==> config.mk <==
export PLATFORM = sky130hd
export DESIGN_NAME = soc_system_dcc_cmd_out
export DESIGN_NICKNAME = d
export VERILOG_FILES = /design/src/rtl/soc_system_dcc_cmd_out.sv
export SDC_FILE = /design/constraint.sdc
export NUM_CORES = 1
export LEC_CHECK = 0
export BUFFER_PORTS_ARGS = -buffer_cell sky130_fd_sc_hd__buf_2
export CAP_MARGIN = 10
export CORE_MARGIN = 2
export CORE_UTILIZATION = 50
export CTS_BUF_LIST = sky130_fd_sc_hd__clkbuf_2
export DETAILED_ROUTE_END_ITERATION = 10
export GPL_ROUTABILITY_DRIVEN = 1
export PLACE_DENSITY = 0.67
export REMOVE_ABC_BUFFERS = 1
export SYNTH_ARGS = -nofsm -noshare
export SYNTH_HDL_FRONTEND = slang
export SYNTH_SLANG_ARGS = --single-unit
==> constraint.sdc <==
create_clock -name clk -period 6.7 [get_ports clk]
set_input_delay 1.005 -clock clk [delete_from_list [all_inputs] [get_ports clk]]
set_output_delay 1.005 -clock clk [all_outputs]
set_load 0.1 [all_outputs]
==> src/rtl/soc_system_dcc_cmd_out.sv <==
`default_nettype none
// ============================================================================
// Module   : soc_system_dcc_cmd_out
// Purpose  : Memory-mapped command-output port. The CPU pushes 32-bit words
//            through a 4-word register window into a DEPTH-deep FIFO which
//            drains to fabric over a valid/ready stream. Sticky events
//            (drained, overflow, sent) raise a maskable level interrupt.
// Ports    : clk, reset_n (async, active-low)
//            address/chipselect/write_n/writedata/readdata : register slave
//            irq                                            : level interrupt
//            out_data/out_valid/out_ready                   : fabric stream
// Register map (word addresses):
//            0 W push word            0 R head word (out_data)
//            1 W bit0=1 flush         1 R {14'b0, empty, full, 16'(count)}
//            2 RW irq_mask[2:0]       3 R event[2:0], W1C
// Revision : 1.0  initial release
// ============================================================================
module soc_system_dcc_cmd_out #(
  parameter int DEPTH = 8,
  parameter int AW    = 3
) (
  input  logic        clk,
  input  logic        reset_n,
  input  logic [1:0]  address,
  input  logic        chipselect,
  input  logic        write_n,
  input  logic [31:0] writedata,
  output logic [31:0] readdata,
  output logic        irq,
  output logic [31:0] out_data,
  output logic        out_valid,
  input  logic        out_ready
);

  localparam logic [AW:0] c_depth = (AW+1)'(DEPTH);
  localparam logic [AW:0] c_one   = (AW+1)'(1);

  logic [31:0]   r_mem [DEPTH];
  logic [AW-1:0] r_wr_ptr;
  logic [AW-1:0] r_rd_ptr;
  logic [AW:0]   r_count;
  logic [2:0]    r_irq_mask;
  logic [2:0]    r_event;

  logic          w_wr;
  logic          w_push;
  logic          w_accept;
  logic          w_pop;
  logic          w_flush;
  logic          w_empty;
  logic          w_full;
  logic [2:0]    w_event_set;
  logic [2:0]    w_event_clr;
  logic [AW:0]   w_count_nxt;

  assign w_wr    = chipselect & ~write_n;
  assign w_empty = (r_count == '0);
  assign w_full  = (r_count == c_depth);

  // Acceptance looks only at the registered count, so a push while full is
  // dropped even when a pop frees a slot in the same cycle.
  assign w_push   = w_wr && (address == 2'd0);
  assign w_accept = w_push && !w_full;
  assign w_pop    = out_valid && out_ready;
  assign w_flush  = w_wr && (address == 2'd1) && writedata[0];

  assign out_valid = !w_empty;
  assign out_data  = w_empty ? 32'd0 : r_mem[r_rd_ptr];
  assign irq       = |(r_event & r_irq_mask);

  // Drained only counts a genuine 1->0 transition through a pop; a
  // simultaneous push keeps the count at 1 and a flush suppresses it.
  assign w_event_set[0] = w_pop && (r_count == c_one) && !w_accept && !w_flush;
  assign w_event_set[1] = w_push && w_full;
  assign w_event_set[2] = w_pop;
  assign w_event_clr    = (w_wr && (address == 2'd3)) ? writedata[2:0] : 3'b000;

  always_comb begin
    w_count_nxt = r_count;
    if (w_flush) begin
      w_count_nxt = '0;
    end else begin
      case ({w_accept, w_pop})
        2'b10:   w_count_nxt = r_count + c_one;
        2'b01:   w_count_nxt = r_count - c_one;
        default: w_count_nxt = r_count;
      endcase
    end
  end

  // FIFO storage carries no reset; only valid entries are ever observed.
  always_ff @(posedge clk) begin
    if (w_accept) begin
      r_mem[r_wr_ptr] <= writedata;
    end
  end

  always_ff @(posedge clk or negedge reset_n) begin
    if (!reset_n) begin
      r_wr_ptr   <= '0;
      r_rd_ptr   <= '0;
      r_count    <= '0;
      r_irq_mask <= 3'b000;
      r_event    <= 3'b000;
      readdata   <= 32'd0;
    end else begin
      if (w_flush) begin
        r_wr_ptr <= '0;
        r_rd_ptr <= '0;
      end else begin
        if (w_accept) r_wr_ptr <= r_wr_ptr + 1'b1;
        if (w_pop)    r_rd_ptr <= r_rd_ptr + 1'b1;
      end
      r_count <= w_count_nxt;

      if (w_wr && (address == 2'd2)) begin
        r_irq_mask <= writedata[2:0];
      end
      // Set dominates a simultaneous write-1-to-clear.
      r_event <= (r_event & ~w_event_clr) | w_event_set;

      case (address)
        2'd0:    readdata <= out_data;
        2'd1:    readdata <= {14'b0, w_empty, w_full, 16'(r_count)};
        2'd2:    readdata <= {29'b0, r_irq_mask};
        default: readdata <= {29'b0, r_event};
      endcase
    end
  end

endmodule
`default_nettype wire

==> flow_summary.json <==
{
  "drv_slew": 0,
  "pre_cts_slack_ns": 2.85,
  "layout_common_cells": "edfxtp_1 (256), clkbuf_2 (112), buf_2 (104)",
  "outcome": "complete, no violations",
  "netlist_instances": 639,
  "synthFlopType": "edfxtp_1",
  "cp_max_fo": 52,
  "grt_pass1_vias": 6960,
  "holdWs_ns": 0.308,
  "fin_nets": 843,
  "worstPathArrival_ns": 3.63,
  "ios": 105,
  "relSlewSlack_pct": 30.3,
  "cts_resized": 0,
  "yosysSeqAreaShare_pct": 73.9,
  "cts_tree": "built",
  "die_area_mm2": 0.0253,
  "fin_tns_setup_ns": 0,
  "wl_per_cell_um": 20.9,
  "gp_congestion": 0.769,
  "vias": 6428,
  "yosys_warnings": 0,
  "grt_setup_unrepaired": "no",
  "hold_viol": 0,
  "period_needed_ns": 4.63,
  "fmax_mhz": 216,
  "dpl-instance-area_mm2": 0.0129,
  "ant_nets": 0,
  "grt_use_total_pct": 19.9,
  "final_common_cell": "edfxtp_1",
  "netlist_top_cells_area": "edfxtp_1 (64%), mux4_2 (10%), dfrtp_1 (10%), mux2i_1 (2.0%), nand2b_1 (1.5%)",
  "die_h_um": 159,
  "synth-edff-count": 256,
  "dr.pass1.iters": 5,
  "io_buffers": 104,
  "cts_buffers": 74,
  "worst_slack_ns": 2.07,
  "drive_above_1_share_pct": 38.0,
  "grt_pass1_wl_um": 38800,
  "cts.sinks": 304,
  "ys_seq_elements": 304,
  "critical_path_required_ns": 5.69,
  "rows": 56,
  "tightest_slew_ns": 1.04,
  "synth_top_area_cell": "edfxtp_1",
  "cts_setup_buffers": 0,
  "wirelength_um": 24600,
  "antenna_found_initial": 4,
  "clock_path_buffers": 3,
  "cp-start-kind": "register",
  "dr.first_iter.drc_count": 346,
  "overflow": 0,
  "avgSynthCellArea_um2": 18.8,
  "fp.coreArea_mm2": 0.0235,
  "drv_cap": 0,
  "dpl.hpwl_um": 13900,
  "final_cell_area_mm2": 0.0136,
  "clk_pin_slew_ns": 0.11,
  "endpoint_kind": "output pin",
  "area_growth_pct": 13.2,
  "cts_max_level": 3,
  "syn_area_mm2": 0.0120,
  "clk-insertion-delay-late_ns": 0.83,
  "hp-class": "in -> async",
  "initial_core_util_pct": 51.1,
  "async_flop_share_pct": 15.8,
  "routed_via_density": 5.46,
  "setup_viol": 0,
  "period_share_pct": 69.1,
  "drc": 0,
  "hold_buffers": 0,
  "path_class": "reg -> out",
  "root_buffer": "clkbuf_2",
  "fin_skew_ns": 0.0611,
  "ff2ff_path_depth": 6,
  "synth_cell_types": 55,
  "die_w_um": 159,
  "yosys.area.top_type_share_pct": 63.9,
  "grt_max_degree": 58
}
==> layout make-up <==
| class | count | area, um2 |
|---|---|---|
| multi-input combinational | 298 | 2930 |
| clock buffer | 112 | 561 |
| inverter | 4 | 15.0 |
| sequential | 304 | 8890 |
| tap | 319 | 399 |
| timing repair buffer | 116 | 611 |
| clock inverter | 24 | 206 |
| fill | 1849 | 9920 |
| antenna | 1 | 2.50 |
==> cell families (layout without fill, tap and decap cells) <==
logic type / Yosys count / count (layout) / share of synthesized area (%)
compound gates: 57 / 57 / 3.29
xor+xnor: 5 / 5 / 0.478
fa+ha+maj: 6 / 6 / 0.624
buf+inv: 37 / 256 / 2.27
flops: 304 / 304 / 73.9
mux: 83 / 83 / 12.7
other cells: 0 / 1 / 0
simple gates: 147 / 147 / 6.83
==> sequential cells by signal, indices dropped and copies added (netlist names) <==
name,cells
r_mem,256
r_event,3
r_rd_ptr,3
r_irq_mask,3
readdata,32
r_count,4
r_wr_ptr,3
==> worst paths after layout <==
kind	from	endpoint	slack, ns
setup / recovery	r_rd_ptr[0]$_DFFE_PN0P_	out_data[23]	2.07
hold / removal	reset_n	r_count[0]$_DFFE_PN0P_	0.31
setup reg to reg	r_count[0]$_DFFE_PN0P_	r_mem[4][31]$_DFFE_PP_	3.69
hold reg to reg	r_event[2]$_DFF_PN0_	r_event[2]$_DFF_PN0_	0.53
max in group asynchronous	reset_n	r_rd_ptr[0]$_DFFE_PN0P_	5.86
min in group clk	writedata[16]	r_mem[4][16]$_DFFE_PP_	0.44
==> layer usage <==
metal | part of all wire (%) | vias up | global-route usage, % | routed length (um)
met2 | 49 | 223 | 32.5 | 12100
li1 | - | 2874 | - | -
met5 | 0.14 | - | 0 | 34
met4 | 1.4 | 6 | 6.28 | 343
met1 | 43 | 3283 | 26.2 | 10600
met3 | 6.6 | 42 | 5.81 | 1620
==> critical path, stage by stage, from the launching register on <==
cell	delay, ns
dfrtp_4	1.12
buf_4	0.57
mux4_2	0.31
nand2_1	0.05
a21oi_1	0.25
buf_2	0.47
==> cells in the mapped netlist, types with 3 or more instances <==
library cell  count
clkbuf_1         10
mux2_2            3
nand2b_1         28
a21oi_1          21
xor2_1            3
a21oi_2          10
inv_1             4
a22oi_1          10
buf_12            3
nor2b_1          10
nor3_1            5
buf_2             5
dfrtp_1          48
buf_4             6
edfxtp_1        256
a211oi_1          4
buf_6             6
nand2_1          44
mux4_2           55
nor2_1           12
mux2i_1          24
and2_1           20
and3_4            3
ha_1              6
nand3_1           8
==> through the flow <==
stage          utilization (%)  std cells
3_5_place_dp              54.6       1041
2_1_floorplan                -        606
3_3_place_gp              54.6       1041
6_report                  57.9       1178
5_1_grt                   57.9       1178
4_1_cts                   57.8       1177
Power is left out: the tool's default activity adds up to more than one toggle a clock period on the data nets, which glitch-free logic cannot reach.
